[src/rtl/signed_mont_reduce_if.sv]
// Streaming interface for signed_mont_reduce.
//   in_valid  : operand a is valid this cycle (producer -> reducer)
//   a         : signed IN_W-bit operand
//   out_valid : result is valid this cycle (reducer -> consumer)
//   result    : signed OUT_W-bit reduced value
// There is no backpressure; the consumer must accept every valid result.
interface signed_mont_reduce_if #(
  parameter int unsigned IN_W  = 32,
  parameter int unsigned OUT_W = 16
);
  logic                    in_valid;
  logic signed [IN_W-1:0]  a;
  logic                    out_valid;
  logic signed [OUT_W-1:0] result;

  modport master (
    output in_valid,
    output a,
    input  out_valid,
    input  result
  );

  modport slave (
    input  in_valid,
    input  a,
    output out_valid,
    output result
  );
endinterface

[src/rtl/signed_mont_reduce.sv]
// Pipelined signed Montgomery reduction (Kyber, q = 3329, R = 2^16).
// Computes result = a * R^-1 mod q, bit-exact with the Kyber reference
// montgomery_reduce:
//   t      = int16(a[15:0] * QINV)
//   result = (a - t*Q) >>> 16, wrapped to OUT_W bits
// For |a| < Q*2^15 the result lies in (-Q, Q); larger inputs wrap silently.
//
// Ports:
//   clk   : rising-edge clock
//   rst_n : synchronous active-low reset, clears all valid and data registers
//   bus   : signed_mont_reduce_if slave (in_valid, a in; out_valid, result out)
//
// Build option:
//   MONT_REDUCE_PIPE_EN : when defined, registers (t, a) between the first
//   multiply and the t*Q subtract, giving latency 2 instead of 1. Results
//   are identical in both builds.
module signed_mont_reduce #(
  parameter int unsigned Q     = 3329,
  parameter int unsigned QINV  = 62209,
  parameter int unsigned IN_W  = 32,
  parameter int unsigned OUT_W = 16
) (
  input logic                clk,
  input logic                rst_n,
  signed_mont_reduce_if.slave bus
);

  // Wide enough that a - t*Q can never overflow.
  localparam int unsigned DW = IN_W + OUT_W + 2;

  localparam logic [OUT_W-1:0]     QINV_L = OUT_W'(QINV);
  localparam logic signed [DW-1:0] Q_EXT  = DW'(Q);

  // First multiply: only the low OUT_W bits of the product are needed.
  logic [OUT_W-1:0] t_c;
  always_comb begin
    t_c = bus.a[OUT_W-1:0] * QINV_L;
  end

  // Operands feeding the subtract/shift stage.
  logic                    red_valid;
  logic signed [IN_W-1:0]  red_a;
  logic        [OUT_W-1:0] red_t;

`ifdef MONT_REDUCE_PIPE_EN
  logic                    s1_valid_q;
  logic signed [IN_W-1:0]  s1_a_q;
  logic        [OUT_W-1:0] s1_t_q;

  always_ff @(posedge clk) begin
    if (!rst_n) begin
      s1_valid_q <= 1'b0;
      s1_a_q     <= '0;
      s1_t_q     <= '0;
    end else begin
      s1_valid_q <= bus.in_valid;
      if (bus.in_valid) begin
        s1_a_q <= bus.a;
        s1_t_q <= t_c;
      end
    end
  end

  always_comb begin
    red_valid = s1_valid_q;
    red_a     = s1_a_q;
    red_t     = s1_t_q;
  end
`else
  always_comb begin
    red_valid = bus.in_valid;
    red_a     = bus.a;
    red_t     = t_c;
  end
`endif

  // Second multiply and subtract, done at DW bits with sign extension.
  logic signed [DW-1:0] a_ext;
  logic signed [DW-1:0] t_ext;
  logic signed [DW-1:0] tq;
  logic signed [DW-1:0] d;

  always_comb begin
    a_ext = {{(DW-IN_W){red_a[IN_W-1]}}, red_a};
    t_ext = {{(DW-OUT_W){red_t[OUT_W-1]}}, red_t};
    tq    = t_ext * Q_EXT;
    d     = a_ext - tq;
  end

  // d is a multiple of 2^OUT_W by construction, so the low bits are always
  // zero; bits above 2*OUT_W are dropped by the two's-complement wrap.
  logic unused_d_bits;
  assign unused_d_bits = ^{d[DW-1:2*OUT_W], d[OUT_W-1:0]};

  logic                    out_valid_q;
  logic signed [OUT_W-1:0] result_q;

  always_ff @(posedge clk) begin
    if (!rst_n) begin
      out_valid_q <= 1'b0;
      result_q    <= '0;
    end else begin
      out_valid_q <= red_valid;
      if (red_valid) begin
        result_q <= d[2*OUT_W-1:OUT_W];
      end
    end
  end

  assign bus.out_valid = out_valid_q;
  assign bus.result    = result_q;

endmodule

[src/flat_wrapper.sv]
// flat-port wrapper written by rule: the top's interface ports become plain ports
module signed_mont_reduce_flat 
#(
  parameter int unsigned Q     = 3329,
  parameter int unsigned QINV  = 62209,
  parameter int unsigned IN_W  = 32,
  parameter int unsigned OUT_W = 16
)
  (clk, rst_n, bus_in_valid, bus_a, bus_out_valid, bus_result);
  signed_mont_reduce_if #(.IN_W(IN_W), .OUT_W(OUT_W)) bus_i ();
  input logic clk;
  input logic rst_n;
  input wire logic [$bits(bus_i.in_valid)-1:0] bus_in_valid;
  input wire logic [$bits(bus_i.a)-1:0] bus_a;
  output wire logic [$bits(bus_i.out_valid)-1:0] bus_out_valid;
  output wire logic [$bits(bus_i.result)-1:0] bus_result;
  assign bus_i.in_valid = bus_in_valid;
  assign bus_i.a = bus_a;
  assign bus_out_valid = bus_i.out_valid;
  assign bus_result = bus_i.result;
  signed_mont_reduce #(.Q(Q), .QINV(QINV), .IN_W(IN_W), .OUT_W(OUT_W)) u_core (.clk(clk), .rst_n(rst_n), .bus(bus_i));
endmodule
[config.mk]
export PLATFORM = sky130hd
export DESIGN_NAME = signed_mont_reduce_flat
export DESIGN_NICKNAME = d
export VERILOG_FILES = /design/src/rtl/signed_mont_reduce_if.sv /design/src/rtl/signed_mont_reduce.sv /design/src/flat_wrapper.sv
export SDC_FILE = /design/constraint.sdc
export NUM_CORES = 1
export LEC_CHECK = 0
export CAP_MARGIN = 20
export CORE_ASPECT_RATIO = 1.2
export CORE_MARGIN = 2
export CORE_UTILIZATION = 34
export CTS_CLUSTER_DIAMETER = 50
export DETAILED_ROUTE_END_ITERATION = 8
export PLACE_DENSITY = 0.51
export SYNTH_ARGS = -nofsm -noshare
export SYNTH_HDL_FRONTEND = slang
export SYNTH_SLANG_ARGS = --single-unit
export TNS_END_PERCENT = 10
[constraint.sdc]
create_clock -name clk -period 17.4 [get_ports clk]
set_clock_uncertainty 0.15 [all_clocks]
set_input_delay 3.48 -clock clk [delete_from_list [all_inputs] [get_ports clk]]
set_output_delay 3.48 -clock clk [all_outputs]
set_load 0.05 [all_outputs]
==> summary.md <==
| Metric | Value |
|---|---|
| Layout cell share with drive strength beyond 1 | around 2.5% |
| Commonest non-fill, non-tap cells in the layout | inv_1 (165), ha_1 (148), fa_1 (57), clkdlybuf4s50_1 (51), xnor2_1 (23) |
| Crit-path max cell delay | 0.69 ns |
| Levels on crit path | 32 |
| Io pins | 52 |
| Primary FF master, synth | dfxtp_1 |
| DP HPWL | 9130 µm |
| Unique masters post-synth | 46 |
| Slowest-stage cell, CP | clkdlybuf4s50_1 |
| R2R depth | 3 |
| Setup crit start kind | primary input |
| Net count after synthesis | between 800 and 900 |
| Vias | approximately 3,800 |
| Slew Limit Fails | 0 |
| R2r startpoint | u_core.bus.result[12] |
| CTS clk-pin slew, worst paths | 0.05 ns |
| First-pass DRT Iterations | 4 |
| Async SR Flop Fraction | 0% |
| Buf/Inv on CP | 8 |
| Crit share post-route | 70.3% |
| Critical Path AT | 12.21 ns |
| Layout area overhead | 16.2% |
| Largest net degree at the start of global routing | 28 |
| Total track usage | approximately 13% |
| CP delay by family, top | adder cells |
| Post-synthesis sequential area ratio | under 10% |
| Outcome | complete, no violations |
| Max Root-Sink Buffers | 2 |
| Crit. End Element | flop |
| Site Rows | 49 |
| Clock Latency Late Sink | ~0.24 ns |
| Setup TNS Final | 0 ns |
| Routed wire length per instance | 11.9 µm |
| First-pass GRT wire length | 17,500 µm |
| # hold bufs at CTS | 0 |
| CP Class | in -> reg |
| 1st-iter DRT viols | 90 |
| Min-delay worst type | reg -> reg |
| Vias per std cell | 4.54 |
| Die area | around 16,000 µm² |
| Clock period minus worst slack | between 10 and 15 ns |
| Worst path most repeated cell | ha_1 |
| Clock sink total | 17 |
| Fmax | 0.0817 GHz |
| Transition time of the tightest slew-check pin | 0.550 ns |
| End point of the critical path | u_core.bus.result[15] |
| Maxcap violations | 0 |
| Initial antenna violation count | 0 |
| Inserted Clock Buffers | 3 |
| CORE AREA | 15,000 µm² |
| Global route overflow | 0 |
| Synth warn | 0 |
| Finish-stage setup viols | 0 |
| Starting density of the core | a little over a third |
| Diodes inserted | 0 |
| Crit path max fanout | 27 |
| Crit path from | bus_a[0] |
| CTS tree | yes |
| Post-synth EDFFs | 0 |
| Buffer count from post-CTS setup fixing | 0 |
| CTS Root Cell | clkbuf_16 |
| Relative slew slack | 63.2% |
| R2R Path End | u_core.bus.result[12] |
| Synth Cell Area | 5210 µm² |
| Req. time, crit path | 17.37 ns |
| Commonest non-fill, non-tap cell in the layout | inv_1 |
| Antenna-violating nets left | 0 |
| Gpl congestion | 0.776 |
| Routed Wire Length | 9960 µm |
| H-tree Lvls | 1 |
| Final hold violation count | 0 |
| Resize count post-CTS | 0 |
| Detailed-route DRC error count | 0 |
| RSZ-0062 raised after global routing | false |
| Nets | 873 |
| Mean post-synth cell area | 8.98 µm² |
| PortBufs | 51 |
| Worst R2R Setup Slack | 16.42 ns |
| Hold path depth | 2 |
| Die Width | 117 µm |
| Number of global-route vias before repair | 4,076 |
| Mapped Cells | between 500 and 600 |
| Final hold slack | 0.293 ns |
| Die Span Y | about 140 µm |
| Yosys reg bits | 17 |
-- cells by family after synthesis --
group           synth area share, %
mux                            1.39
flops                          6.53
compound gates                 9.94
buf+inv                        12.2
simple gates                   6.58
xor+xnor                       5.88
fa+ha+maj                      57.4
-- worst min-delay path by stage --
stage / startpoint / endpoint / slack, ns
after floorplan: u_core.bus.result[3] / u_core.bus.result[3] / 0.51
after detailed placement: u_core.bus.result[10] / u_core.bus.result[10] / 0.29
final: u_core.bus.result[10] / u_core.bus.result[10] / 0.29
after global placement: u_core.bus.result[10] / u_core.bus.result[10] / 0.29
after CTS: u_core.bus.result[10] / u_core.bus.result[10] / 0.30
after global routing: u_core.bus.result[13] / u_core.bus.result[13] / 0.32
-- cells in the mapped netlist (all sizes together), types with 5 or more instances --
| cell type | number | area [µm²] |
|---|---|---|
| mux2i | 5 | 50.1 |
| a21o | 12 | 90.1 |
| xor2 | 11 | 96.3 |
| o21bai | 5 | 41.3 |
| dfxtp | 17 | 340 |
| nor2b | 7 | 43.8 |
| ha | 148 | 1850 |
| nand3 | 6 | 30.0 |
| o21ai | 18 | 93.8 |
| inv | 165 | 619 |
| xnor2 | 24 | 210 |
| a21oi | 25 | 136 |
| fa | 57 | 1140 |
| nor2 | 18 | 67.6 |
| nand2 | 22 | 82.6 |
-- routing by layer --
metal  GRT usage (%)  share of wire, %
met1            15.7                45
met2            25.3                52
met3           0.305               1.8
met4            2.11              0.80
met5               0                 0
-- stage by stage --
stage / cell area, µm² / std cells / utilization, % / setup slack [ns]
6_report: 6060 / 836 / 40.3 / 5.16
3_5_place_dp: 5980 / 832 / 39.8 / 4.86
4_1_cts: 6060 / 836 / 40.3 / 5.11
5_1_grt: 6060 / 836 / 40.3 / 4.65
2_1_floorplan: 5210 / 580 / - / 5.00
3_3_place_gp: 5980 / 832 / 39.8 / 5.06
-- state kept, by name (all words and copies together), names as in the netlist --
name and count:
u_core.bus.out_valid 1, u_core.bus.result 16
-- tightest hold or removal path, cell delays in order (launching register included) --
cell and delay [ns]:
dfxtp_1 0.30, nand2_1 0.05, o21ai_1 0.05
-- layout make-up --
| cell class | count | area [µm²] |
|---|---|---|
| clock buffers | 4 | 78.8 |
| fillers | 1551 | 8960 |
| inverters | 166 | 623 |
| multi-input cells | 393 | 4240 |
| flip-flops and latches | 17 | 340 |
| well taps | 204 | 255 |
| repair buffers | 52 | 518 |
Power is left out: the tool's default activity adds up to more than one toggle a clock period on the data nets, which glitch-free logic cannot reach.
